`config.mk`:
```
export PLATFORM = sky130hd
export DESIGN_NAME = fdtd_mem_rd_flat
export DESIGN_NICKNAME = d
export VERILOG_FILES = /design/src/rtl/fdtd_axi_pkg.sv /design/src/rtl/fdtd_mem_rd_if.sv /design/src/rtl/fdtd_mem_rd.sv /design/src/flat_wrapper.sv
export SDC_FILE = /design/constraint.sdc
export NUM_CORES = 1
export LEC_CHECK = 0
export ABC_AREA = 1
export BUFFER_PORTS_ARGS = -buffer_cell sky130_fd_sc_hd__buf_2
export CORE_AREA = 2 2 89 91
export DETAILED_ROUTE_END_ITERATION = 10
export DIE_AREA = 0 0 91 93
export PLACE_DENSITY = 0.84
export SYNTH_ARGS = -nofsm -noshare
export SYNTH_HDL_FRONTEND = slang
export SYNTH_SLANG_ARGS = --single-unit
```
`constraint.sdc`:
```
create_clock -name ACLK -period 2.6 [get_ports ACLK]
set_input_delay 0.52 -clock ACLK [delete_from_list [all_inputs] [get_ports ACLK]]
set_output_delay 0.52 -clock ACLK [all_outputs]
set_load 0.005 [all_outputs]
```
`src/rtl/fdtd_axi_pkg.sv`:
```
// Shared AXI4 definitions for the FDTD plugin masters: response codes,
// burst/size encodings and the read-master FSM state type.
package fdtd_axi_pkg;

    localparam logic [1:0] AXI_RESP_OKAY   = 2'b00;
    localparam logic [1:0] AXI_RESP_EXOKAY = 2'b01;
    localparam logic [1:0] AXI_RESP_SLVERR = 2'b10;
    localparam logic [1:0] AXI_RESP_DECERR = 2'b11;

    localparam logic [1:0] AXI_BURST_INCR  = 2'b01;
    localparam logic [2:0] AXI_SIZE_4B     = 3'b010;

    typedef enum logic [1:0] {
        RS_IDLE = 2'b00,
        RS_ADDR = 2'b01,
        RS_READ = 2'b10,
        RS_DONE = 2'b11
    } rd_state_e;

endpackage

```
`src/rtl/fdtd_mem_rd_if.sv`:
```
// AXI4 read-channel bundle (AR + R) between the FDTD read master and the
// interconnect. Signal suffixes are from the master's point of view.
interface fdtd_mem_rd_if #(
    parameter int AXI4_ADDR_WIDTH = 32,
    parameter int AXI4_DATA_WIDTH = 32,
    parameter int AXI4_ID_WIDTH   = 16,
    parameter int AXI4_USER_WIDTH = 10
);
    logic [AXI4_ID_WIDTH-1:0]   ARID_o;
    logic [AXI4_ADDR_WIDTH-1:0] ARADDR_o;
    logic [7:0]                 ARLEN_o;
    logic [2:0]                 ARSIZE_o;
    logic [1:0]                 ARBURST_o;
    logic                       ARLOCK_o;
    logic [3:0]                 ARCACHE_o;
    logic [2:0]                 ARPROT_o;
    logic [3:0]                 ARREGION_o;
    logic [AXI4_USER_WIDTH-1:0] ARUSER_o;
    logic [3:0]                 ARQOS_o;
    logic                       ARVALID_o;
    logic                       ARREADY_i;

    logic [AXI4_ID_WIDTH-1:0]   RID_i;
    logic [AXI4_DATA_WIDTH-1:0] RDATA_i;
    logic [1:0]                 RRESP_i;
    logic                       RLAST_i;
    logic [AXI4_USER_WIDTH-1:0] RUSER_i;
    logic                       RVALID_i;
    logic                       RREADY_o;

    modport master (
        output ARID_o, ARADDR_o, ARLEN_o, ARSIZE_o, ARBURST_o, ARLOCK_o,
               ARCACHE_o, ARPROT_o, ARREGION_o, ARUSER_o, ARQOS_o, ARVALID_o,
               RREADY_o,
        input  ARREADY_i, RID_i, RDATA_i, RRESP_i, RLAST_i, RUSER_i, RVALID_i
    );

    modport slave (
        input  ARID_o, ARADDR_o, ARLEN_o, ARSIZE_o, ARBURST_o, ARLOCK_o,
               ARCACHE_o, ARPROT_o, ARREGION_o, ARUSER_o, ARQOS_o, ARVALID_o,
               RREADY_o,
        output ARREADY_i, RID_i, RDATA_i, RRESP_i, RLAST_i, RUSER_i, RVALID_i
    );

endinterface

```
`src/rtl/fdtd_mem_rd.sv`:
```
// FDTD AXI4 burst read master: one INCR burst per req/gnt request, R beats
// streamed to the datapath with valid/ready.
// Optional macro FDTD_MEM_RD_ERR_EN adds sticky rd_err_o (bad RRESP or
// RLAST disagreeing with the beat counter).
//
// state   | meaning
// RS_IDLE | waiting for rd_req_i, latches addr/len on accept
// RS_ADDR | ARVALID high until ARREADY
// RS_READ | forwarding R beats, counting accepted beats
// RS_DONE | one-cycle cooldown so a held rd_req_i is not re-accepted
module fdtd_mem_rd
    import fdtd_axi_pkg::*;
#(
    parameter int AXI4_ADDR_WIDTH = 32,
    parameter int AXI4_DATA_WIDTH = 32,
    parameter int AXI4_ID_WIDTH   = 16,
    parameter int AXI4_USER_WIDTH = 10
) (
    input  logic                       ACLK,
    input  logic                       ARESETn,
    fdtd_mem_rd_if.master              axi,
    input  logic [7:0]                 axi_lenth_i,
    input  logic                       rd_req_i,
    input  logic [AXI4_ADDR_WIDTH-1:0] rd_word_addr_i,
    output logic [AXI4_DATA_WIDTH-1:0] rd_data_o,
    output logic                       rd_valid_o,
    input  logic                       rd_ready_i,
    output logic                       rd_gnt_o
`ifdef FDTD_MEM_RD_ERR_EN
    ,
    output logic                       rd_err_o
`endif
);

    rd_state_e                  state_q, state_d;
    logic [7:0]                 cnt_q, cnt_d;
    logic [7:0]                 len_q, len_d;
    logic [AXI4_ADDR_WIDTH-1:0] addr_q, addr_d;
    logic [7:0]                 arlen;
    logic                       in_read, beat, cnt_at_end, last_beat, arvalid;

    // len 0 wraps to 255, i.e. a 256-beat burst
    assign arlen      = len_q - 8'd1;
    assign in_read    = (state_q == RS_READ);
    assign beat       = in_read && axi.RVALID_i && rd_ready_i;
    assign cnt_at_end = (cnt_q == arlen);
    assign last_beat  = beat && cnt_at_end;

    assign axi.ARID_o     = '0;
    assign axi.ARADDR_o   = addr_q;
    assign axi.ARLEN_o    = arlen;
    assign axi.ARSIZE_o   = AXI_SIZE_4B;
    assign axi.ARBURST_o  = AXI_BURST_INCR;
    assign axi.ARLOCK_o   = 1'b0;
    assign axi.ARCACHE_o  = '0;
    assign axi.ARPROT_o   = '0;
    assign axi.ARREGION_o = '0;
    assign axi.ARUSER_o   = '0;
    assign axi.ARQOS_o    = '0;
    assign axi.ARVALID_o  = arvalid;
    assign axi.RREADY_o   = in_read && rd_ready_i;

    assign rd_data_o  = axi.RDATA_i;
    assign rd_valid_o = in_read && axi.RVALID_i;
    assign rd_gnt_o   = last_beat;

    // next-state, beat counter and request latch
    always_comb begin
        state_d = state_q;
        cnt_d   = cnt_q;
        len_d   = len_q;
        addr_d  = addr_q;
        arvalid = 1'b0;
        case (state_q)
            RS_IDLE: begin
                if (rd_req_i) begin
                    addr_d  = rd_word_addr_i;
                    len_d   = axi_lenth_i;
                    cnt_d   = 8'd0;
                    state_d = RS_ADDR;
                end
            end
            RS_ADDR: begin
                arvalid = 1'b1;
                if (axi.ARREADY_i) state_d = RS_READ;
            end
            RS_READ: begin
                if (beat) begin
                    cnt_d = cnt_q + 8'd1;
                    if (cnt_at_end) state_d = RS_DONE;
                end
            end
            RS_DONE: begin
                cnt_d   = 8'd0;
                state_d = RS_IDLE;
            end
            default: begin
                cnt_d   = 8'd0;
                state_d = RS_IDLE;
            end
        endcase
    end

    // state and datapath registers
    always_ff @(posedge ACLK or negedge ARESETn) begin
        if (!ARESETn) begin
            state_q <= RS_IDLE;
            cnt_q   <= 8'd0;
            len_q   <= 8'd0;
            addr_q  <= '0;
        end else begin
            state_q <= state_d;
            cnt_q   <= cnt_d;
            len_q   <= len_d;
            addr_q  <= addr_d;
        end
    end

`ifdef FDTD_MEM_RD_ERR_EN
    logic err_q, err_d;
    logic unused_r;
    assign unused_r = ^{axi.RID_i, axi.RUSER_i};

    // sticky error, cleared when the next request is accepted
    always_comb begin
        err_d = err_q;
        if (state_q == RS_IDLE && rd_req_i) begin
            err_d = 1'b0;
        end else if (beat && ((axi.RRESP_i != AXI_RESP_OKAY) ||
                              (axi.RLAST_i != cnt_at_end))) begin
            err_d = 1'b1;
        end
    end

    // error flag register
    always_ff @(posedge ACLK or negedge ARESETn) begin
        if (!ARESETn) err_q <= 1'b0;
        else          err_q <= err_d;
    end

    assign rd_err_o = err_q;
`else
    logic unused_r;
    assign unused_r = ^{axi.RID_i, axi.RUSER_i, axi.RRESP_i, axi.RLAST_i};
`endif

endmodule

```
`src/flat_wrapper.sv`:
```
// flat-port wrapper written by rule: the top's interface ports become plain ports
module fdtd_mem_rd_flat import fdtd_axi_pkg::*;
#(
    parameter int AXI4_ADDR_WIDTH = 32,
    parameter int AXI4_DATA_WIDTH = 32,
    parameter int AXI4_ID_WIDTH   = 16,
    parameter int AXI4_USER_WIDTH = 10
)
  (ACLK, ARESETn, axi_lenth_i, rd_req_i, rd_word_addr_i, rd_data_o, rd_valid_o, rd_ready_i, rd_gnt_o, axi_ARID_o, axi_ARADDR_o, axi_ARLEN_o, axi_ARSIZE_o, axi_ARBURST_o, axi_ARLOCK_o, axi_ARCACHE_o, axi_ARPROT_o, axi_ARREGION_o, axi_ARUSER_o, axi_ARQOS_o, axi_ARVALID_o, axi_RREADY_o, axi_ARREADY_i, axi_RID_i, axi_RDATA_i, axi_RRESP_i, axi_RLAST_i, axi_RUSER_i, axi_RVALID_i);
  fdtd_mem_rd_if #(.AXI4_ADDR_WIDTH(AXI4_ADDR_WIDTH), .AXI4_DATA_WIDTH(AXI4_DATA_WIDTH), .AXI4_ID_WIDTH(AXI4_ID_WIDTH), .AXI4_USER_WIDTH(AXI4_USER_WIDTH)) axi_i ();
  input  logic ACLK;
  input  logic ARESETn;
  input  logic [7:0] axi_lenth_i;
  input  logic rd_req_i;
  input  logic [AXI4_ADDR_WIDTH-1:0] rd_word_addr_i;
  output logic [AXI4_DATA_WIDTH-1:0] rd_data_o;
  output logic rd_valid_o;
  input  logic rd_ready_i;
  output logic rd_gnt_o;
  output wire logic [$bits(axi_i.ARID_o)-1:0] axi_ARID_o;
  output wire logic [$bits(axi_i.ARADDR_o)-1:0] axi_ARADDR_o;
  output wire logic [$bits(axi_i.ARLEN_o)-1:0] axi_ARLEN_o;
  output wire logic [$bits(axi_i.ARSIZE_o)-1:0] axi_ARSIZE_o;
  output wire logic [$bits(axi_i.ARBURST_o)-1:0] axi_ARBURST_o;
  output wire logic [$bits(axi_i.ARLOCK_o)-1:0] axi_ARLOCK_o;
  output wire logic [$bits(axi_i.ARCACHE_o)-1:0] axi_ARCACHE_o;
  output wire logic [$bits(axi_i.ARPROT_o)-1:0] axi_ARPROT_o;
  output wire logic [$bits(axi_i.ARREGION_o)-1:0] axi_ARREGION_o;
  output wire logic [$bits(axi_i.ARUSER_o)-1:0] axi_ARUSER_o;
  output wire logic [$bits(axi_i.ARQOS_o)-1:0] axi_ARQOS_o;
  output wire logic [$bits(axi_i.ARVALID_o)-1:0] axi_ARVALID_o;
  output wire logic [$bits(axi_i.RREADY_o)-1:0] axi_RREADY_o;
  input wire logic [$bits(axi_i.ARREADY_i)-1:0] axi_ARREADY_i;
  input wire logic [$bits(axi_i.RID_i)-1:0] axi_RID_i;
  input wire logic [$bits(axi_i.RDATA_i)-1:0] axi_RDATA_i;
  input wire logic [$bits(axi_i.RRESP_i)-1:0] axi_RRESP_i;
  input wire logic [$bits(axi_i.RLAST_i)-1:0] axi_RLAST_i;
  input wire logic [$bits(axi_i.RUSER_i)-1:0] axi_RUSER_i;
  input wire logic [$bits(axi_i.RVALID_i)-1:0] axi_RVALID_i;
  assign axi_ARID_o = axi_i.ARID_o;
  assign axi_ARADDR_o = axi_i.ARADDR_o;
  assign axi_ARLEN_o = axi_i.ARLEN_o;
  assign axi_ARSIZE_o = axi_i.ARSIZE_o;
  assign axi_ARBURST_o = axi_i.ARBURST_o;
  assign axi_ARLOCK_o = axi_i.ARLOCK_o;
  assign axi_ARCACHE_o = axi_i.ARCACHE_o;
  assign axi_ARPROT_o = axi_i.ARPROT_o;
  assign axi_ARREGION_o = axi_i.ARREGION_o;
  assign axi_ARUSER_o = axi_i.ARUSER_o;
  assign axi_ARQOS_o = axi_i.ARQOS_o;
  assign axi_ARVALID_o = axi_i.ARVALID_o;
  assign axi_RREADY_o = axi_i.RREADY_o;
  assign axi_i.ARREADY_i = axi_ARREADY_i;
  assign axi_i.RID_i = axi_RID_i;
  assign axi_i.RDATA_i = axi_RDATA_i;
  assign axi_i.RRESP_i = axi_RRESP_i;
  assign axi_i.RLAST_i = axi_RLAST_i;
  assign axi_i.RUSER_i = axi_RUSER_i;
  assign axi_i.RVALID_i = axi_RVALID_i;
  fdtd_mem_rd #(.AXI4_ADDR_WIDTH(AXI4_ADDR_WIDTH), .AXI4_DATA_WIDTH(AXI4_DATA_WIDTH), .AXI4_ID_WIDTH(AXI4_ID_WIDTH), .AXI4_USER_WIDTH(AXI4_USER_WIDTH)) u_core (.ACLK(ACLK), .ARESETn(ARESETn), .axi(axi_i), .axi_lenth_i(axi_lenth_i), .rd_req_i(rd_req_i), .rd_word_addr_i(rd_word_addr_i), .rd_data_o(rd_data_o), .rd_valid_o(rd_valid_o), .rd_ready_i(rd_ready_i), .rd_gnt_o(rd_gnt_o));
endmodule
```
==> flow_summary.toml, run 1 <==
[finish]
antenna_cells = 0
drive_gt1_share_pct = 41.9
nets = 502
syn2layout_area_growth_pct = 9.19
fin_area_um2 = 3330
fin_util_pct = 44.2

[logic_synthesis]
ys_async_sr_fraction_pct = 100
synth_commonest_cells = "79 x buf_4, 50 x dfrtp_1, 45 x nand2_1"
post-synth-top-count-cell = "buf_4"
syn_area_per_cell_um2 = 9.32
synthesis.area_um2 = 3050
ys.flop_type = "dfrtp_1"
synth_edf_count = 0
synth_cell_type_count = 30
yosysWarnings = 0
synth_area_leaders = "dfrtp_1 41%, buf_4 19%, mux2_2 12%"
synth_top_area_share_pct = 41.0
ys_seq_area_share_pct = 41.0
postSynthCellCount = 327
synth_top_cell_by_area = "dfrtp_1"
ys_ff_latch = 50

[floorplan]
fp.coreArea_um2 = 7530
num_io_pins = 230
start_util_pct = 40.5
fp.dieW_um = 91
rows = 32
die_h_um = 93
dieArea_um2 = 8460

[placement]
dp_hpwl_mm = 5.03
placed_cell_area_um2 = 3200
io_buffers = 89
place.gp.congestion = 0.843
dpl_worst_slack_ns = 0.437

[clock_tree]
root_buffer = "clkbuf_8"
numCtsBuffers = 5
cts.sinks = 50
cts_buffer_depth = 2
cts_tree = "built"
clock_latency_ns = 0.30
htree_levels = 2
clk_pin_slew_ns = 0.10
holdBufCountCts = 0

[grt]
antenna_found_initial = 0
grt_pass1_wl_mm = 9.72
grt-ovfl-total = 0
grt_usage_pct = 14.4
grt_max_degree = 31
grt_pass1_vias = 2130

[detailed_routing]
vias_per_cell = 4.41
wire_per_inst_um = 12.4
drc = 0
ant_nets = 0
routed_wl_mm = 6.06
first_pass_iters = 5
routed-via-count = 2167
first_iter_violations = 63

[status]
outcome = "completed"

[sta]
clock.fmax_mhz = 411
finalMaxSlewViolations = 0
fin_tns_setup_ns = 0
finalSetupViolCount = 0
rsz0062_at_grt = "false"
max_slew_margin_pct = 62.2
skew_ns = 0.00425
finalCriticalPeriod_ns = 2.44
hold_violations = 0
fin_crit_sh_pct = 93.7
setup_ws_ns = 0.165
worst_pin_slew_ns = 0.568

[setup_path]
arrival_ns = 1.92
crit_fanout = 8
cp.required_ns = 2.08
crit_path_start = "u_core.len_q[0]"
r2r-start = "u_core.state_q[0]"
timing.critical_path.from_type = "flop"
cp-end-kind = "primary output"
critPathKind = "reg2out"

[run]
cap_violations = 0

[power_and_ir_drop]
p_leak_nw = 1.74
finalPower_mw = 3.49
p_per_area_nw_per_um2 = 1050
peakVddDrop_mv = 0.496

[hold_path]
hp-class = "in2async"
## what timing repair did
action,in CTS,in global routing
endpoints found under the setup margin,0,1
resized for setup,0,2
setup buffers,0,1
## layout by cell type (no fill, tap or decap), drive strengths merged
master / netlist / routed
o21ai: 7 / 7
a21oi: 12 / 12
nand3: 21 / 21
clkbuf: 1 / 5
mux2: 32 / 32
ha: 7 / 7
inv: 28 / 29
nor3b: 1 / 1
nand2: 51 / 51
nand4: 2 / 2
nor2: 22 / 22
clkinvlp: 0 / 1
conb: 2 / 47
buf: 83 / 93
bufinv: 0 / 1
nand3b: 1 / 1
clkinv: 1 / 1
a221oi: 1 / 1
or2: 2 / 2
dfrtp: 50 / 50
nor3: 3 / 3
## report_power, final
group / internal (mW) / switching (mW)
Sequential: 1.12 / 0.212
Clock: 0.293 / 0.279
Combinational: 0.765 / 0.819
Total: 2.18 / 1.31
## cells by family (layout without fill, tap and decap cells)
| family | after synthesis | count (layout) | share of synthesized area (%) |
|---|---|---|---|
| AND/OR/NAND/NOR | 103 | 103 | 16.7 |
| AO/OA/AOI/OAI | 20 | 20 | 3.53 |
| flip-flops | 50 | 50 | 41.0 |
| multiplexers | 32 | 32 | 11.8 |
| adder cells (fa/ha/maj) | 7 | 7 | 2.87 |
| buffers and inverters | 113 | 130 | 23.8 |
| other | 2 | 47 | 0.246 |
## worst paths after layout
path | slack (ns) | cells after the start | endpoint
worst min-delay path | 0.20 | 1 | u_core.axi.ARADDR_o[25]
max in group asynchronous | 1.65 | 2 | u_core.axi.ARADDR_o[5]
worst max-delay path | 0.16 | 11 | rd_gnt_o
worst max register to register | 0.72 | 12 | u_core.cnt_q[7]
worst min register to register | 0.51 | 1 | u_core.axi.ARADDR_o[29]
min in group ACLK | 0.44 | 2 | u_core.axi.ARADDR_o[3]
## state kept, by name, summed over array words and instances, names as in the netlist
register / count
u_core.axi.ARADDR_o: 32
u_core.cnt_q: 8
u_core.len_q: 8
u_core.state_q: 2
## stage by stage
stage          instances  hold WS, ns
3_5_place_dp         482        0.488
4_1_cts              490        0.199
3_3_place_gp         482        0.482
2_1_floorplan        372        0.224
6_report             491        0.197
5_1_grt              491        0.215
## routing by layer
layer / routed length [µm] / global-route usage [%]
met4: 65 / 4.17
met3: 651 / 5.24
met5: 0 / 0
met1: 2310 / 15.7
met2: 3040 / 26.2
## area by class of cell
type                            count  area, µm²
Clock inverter                      3       48.8
Inverter                           29        111
Sequential cell                    50       1250
Tap cell                          102        128
Timing Repair Buffer               93        475
Multi-Input combinational cell    209       1250
Fill cell                         758       4200
Clock buffer                        5       68.8
## critical path: stages, from the launching register on
cell and delay, ns:
dfrtp_1 0.43, inv_4 0.12, ha_2 0.22, nand3_1 0.09, nand2_1 0.10, nand2_1 0.08
nand2_1 0.06, nand2_1 0.05, nor2_2 0.12, nand3_2 0.11, nor2_1 0.11, buf_2 0.12
Note: power is estimated with default switching activity, not from simulation.
==> run 2: changes to the inputs <==
- CTS_BUF_LIST: unset -> sky130_fd_sc_hd__clkbuf_16
- SETUP_SLACK_MARGIN: unset -> 0.2
==> flow_summary.toml, run 2 (synthesis results as in run 1) <==
[status]
outcome = "completed"

[finish]
fin_area_um2 = 3430
syn2layout_area_growth_pct = 12.5
largest_register_ff_count = 32
drive_gt1_share_pct = 43.3
antenna_cells = 0
seq_area_um2 = 1250
fin_cells = 495
fillers = 742
multi_input_area_um2 = 1260
mostFrequentLayoutCells = "89 x buf_2, 50 x dfrtp_1, 47 x conb_1"
mostFrequentLayoutCell = "buf_2"
nets = 506

[detailed_routing]
first_iter_violations = 60
wire_per_inst_um = 12.4
first_pass_iters = 4
routed_wl_mm = 6.13
routed-via-count = 2194
vias_per_cell = 4.43
drc = 0
ant_nets = 0

[setup_path]
r2r_slack_ns = 0.72
cp-end-kind = "primary output"
r2r_cells = 12
crit_slowest_cell = "dfrtp_1"
cp_cell_sequence = "inv_2 -> ha_4 -> or2_4 -> nand3_2 -> nand2_2 -> nor3_2 -> nand3_2 -> nor2_1 -> buf_2"
crit_fanout = 4
cp.required_ns = 2.08
crit_cells = 9
crit_top_cell = "nand3_2"
crit_buf_inv = 2
timing.critical_path.from_type = "flop"
crit_path_max_incr_delay_ns = 0.38
critPathKind = "reg2out"
critPathTopFamily = "simple AND/OR/NAND/NOR gates"
arrival_ns = 1.79

[hold_path]
hp-class = "in2async"

[sta]
max_slew_margin_pct = 61.9
fin_crit_sh_pct = 88.8
hold_ws_ns = 0.219
hold_violations = 0
rsz0062_at_grt = "true"
finalMaxSlewViolations = 0
finalCriticalPeriod_ns = 2.31
finalSetupViolCount = 0
worst_pin_slew_ns = 0.571
clock.fmax_mhz = 433
fin_tns_setup_ns = 0
skew_ns = 0.00367

[grt]
grt_usage_pct = 14.6
grt_pass1_vias = 2133
grt-ovfl-total = 0
grt_max_degree = 31
antenna_found_initial = 0
grt_pass1_wl_mm = 9.85

[power_and_ir_drop]
peakVddDrop_mv = 0.535
p_leak_nw = 1.78
p_per_area_nw_per_um2 = 1090

[clock_tree]
cts_tree = "built"
holdBufCountCts = 0
clock_latency_ns = 0.29
numCtsBuffers = 5
htree_levels = 2
cts.sinks = 50
root_buffer = "clkbuf_16"
clk_pin_slew_ns = 0.07
cts_buffer_depth = 2

[floorplan]
rows = 32
die_h_um = 93
fp.coreArea_um2 = 7530
start_util_pct = 40.5
fp.dieW_um = 91
dieArea_um2 = 8460
num_io_pins = 230

[placement]
placedCellCount = 482
place.gp.congestion = 0.843
dp_hpwl_mm = 5.03
placed_cell_area_um2 = 3200
io_buffers = 89

[run]
cap_violations = 0
run 2: cell types whose count changed in the layout (fill, tap and decap cells not counted):
cell,delta
nor2_2,+2
ha_4,+1
inv_2,+1
clkbuf_16,+5
nor2_1,-2
clkbuf_8,-5
buf_4,+4
ha_2,-1
inv_1,-1
run 2: final timing paths:
kind | startpoint | endpoint
worst max-delay path | u_core.len_q[1] | rd_gnt_o
worst min-delay path | ARESETn | u_core.axi.ARADDR_o[25]
worst max register to register | u_core.state_q[0] | u_core.cnt_q[7]
worst min register to register | u_core.axi.ARADDR_o[29] | u_core.axi.ARADDR_o[29]
max in group asynchronous | ARESETn | u_core.axi.ARADDR_o[5]
min in group ACLK | rd_word_addr_i[0] | u_core.axi.ARADDR_o[0]
run 2: area by class of cell:
cell class / instances / area share [%]
sequential: 50 / 36.5
clock buffer: 5 / 3.65
clock inverter: 3 / 1.42
inverter: 29 / 3.25
tap: 102 / 3.72
multi-input combinational: 209 / 36.8
timing repair buffer: 97 / 14.7
run 2: timing repair:
item                       4_1_cts  5_1_grt
resized for setup                3        3
setup buffers                    1        4
pin swaps                        0        3
setup endpoints to repair        1        1
run 2: layer usage:
layer | track usage [%] | vias to the layer above | share of wire (%)
li1 | - | 1045 | -
met1 | 15.9 | 1005 | 37
met2 | 26.6 | 131 | 50
met3 | 5.24 | 13 | 11
met4 | 4.55 | 0 | 1.4
met5 | 0 | - | 0
run 2: stage by stage:
stage	setup slack, ns	total power [mW]	util (%)
6_report	0.292	3.74	45.6
5_1_grt	0.190	4.04	45.6
4_1_cts	0.231	3.75	45.1
3_5_place_dp	0.437	2.94	42.5
3_3_place_gp	0.465	2.85	42.5
2_1_floorplan	0.687	2.41	-
run 2: where the power goes:
part	leakage, nW	internal, mW	switching (mW)	total [mW]
clock network	0.0819	0.461	0.298	0.758
logic	1.10	0.804	0.844	1.65
registers	0.598	1.12	0.212	1.34
total	1.78	2.39	1.35	3.74
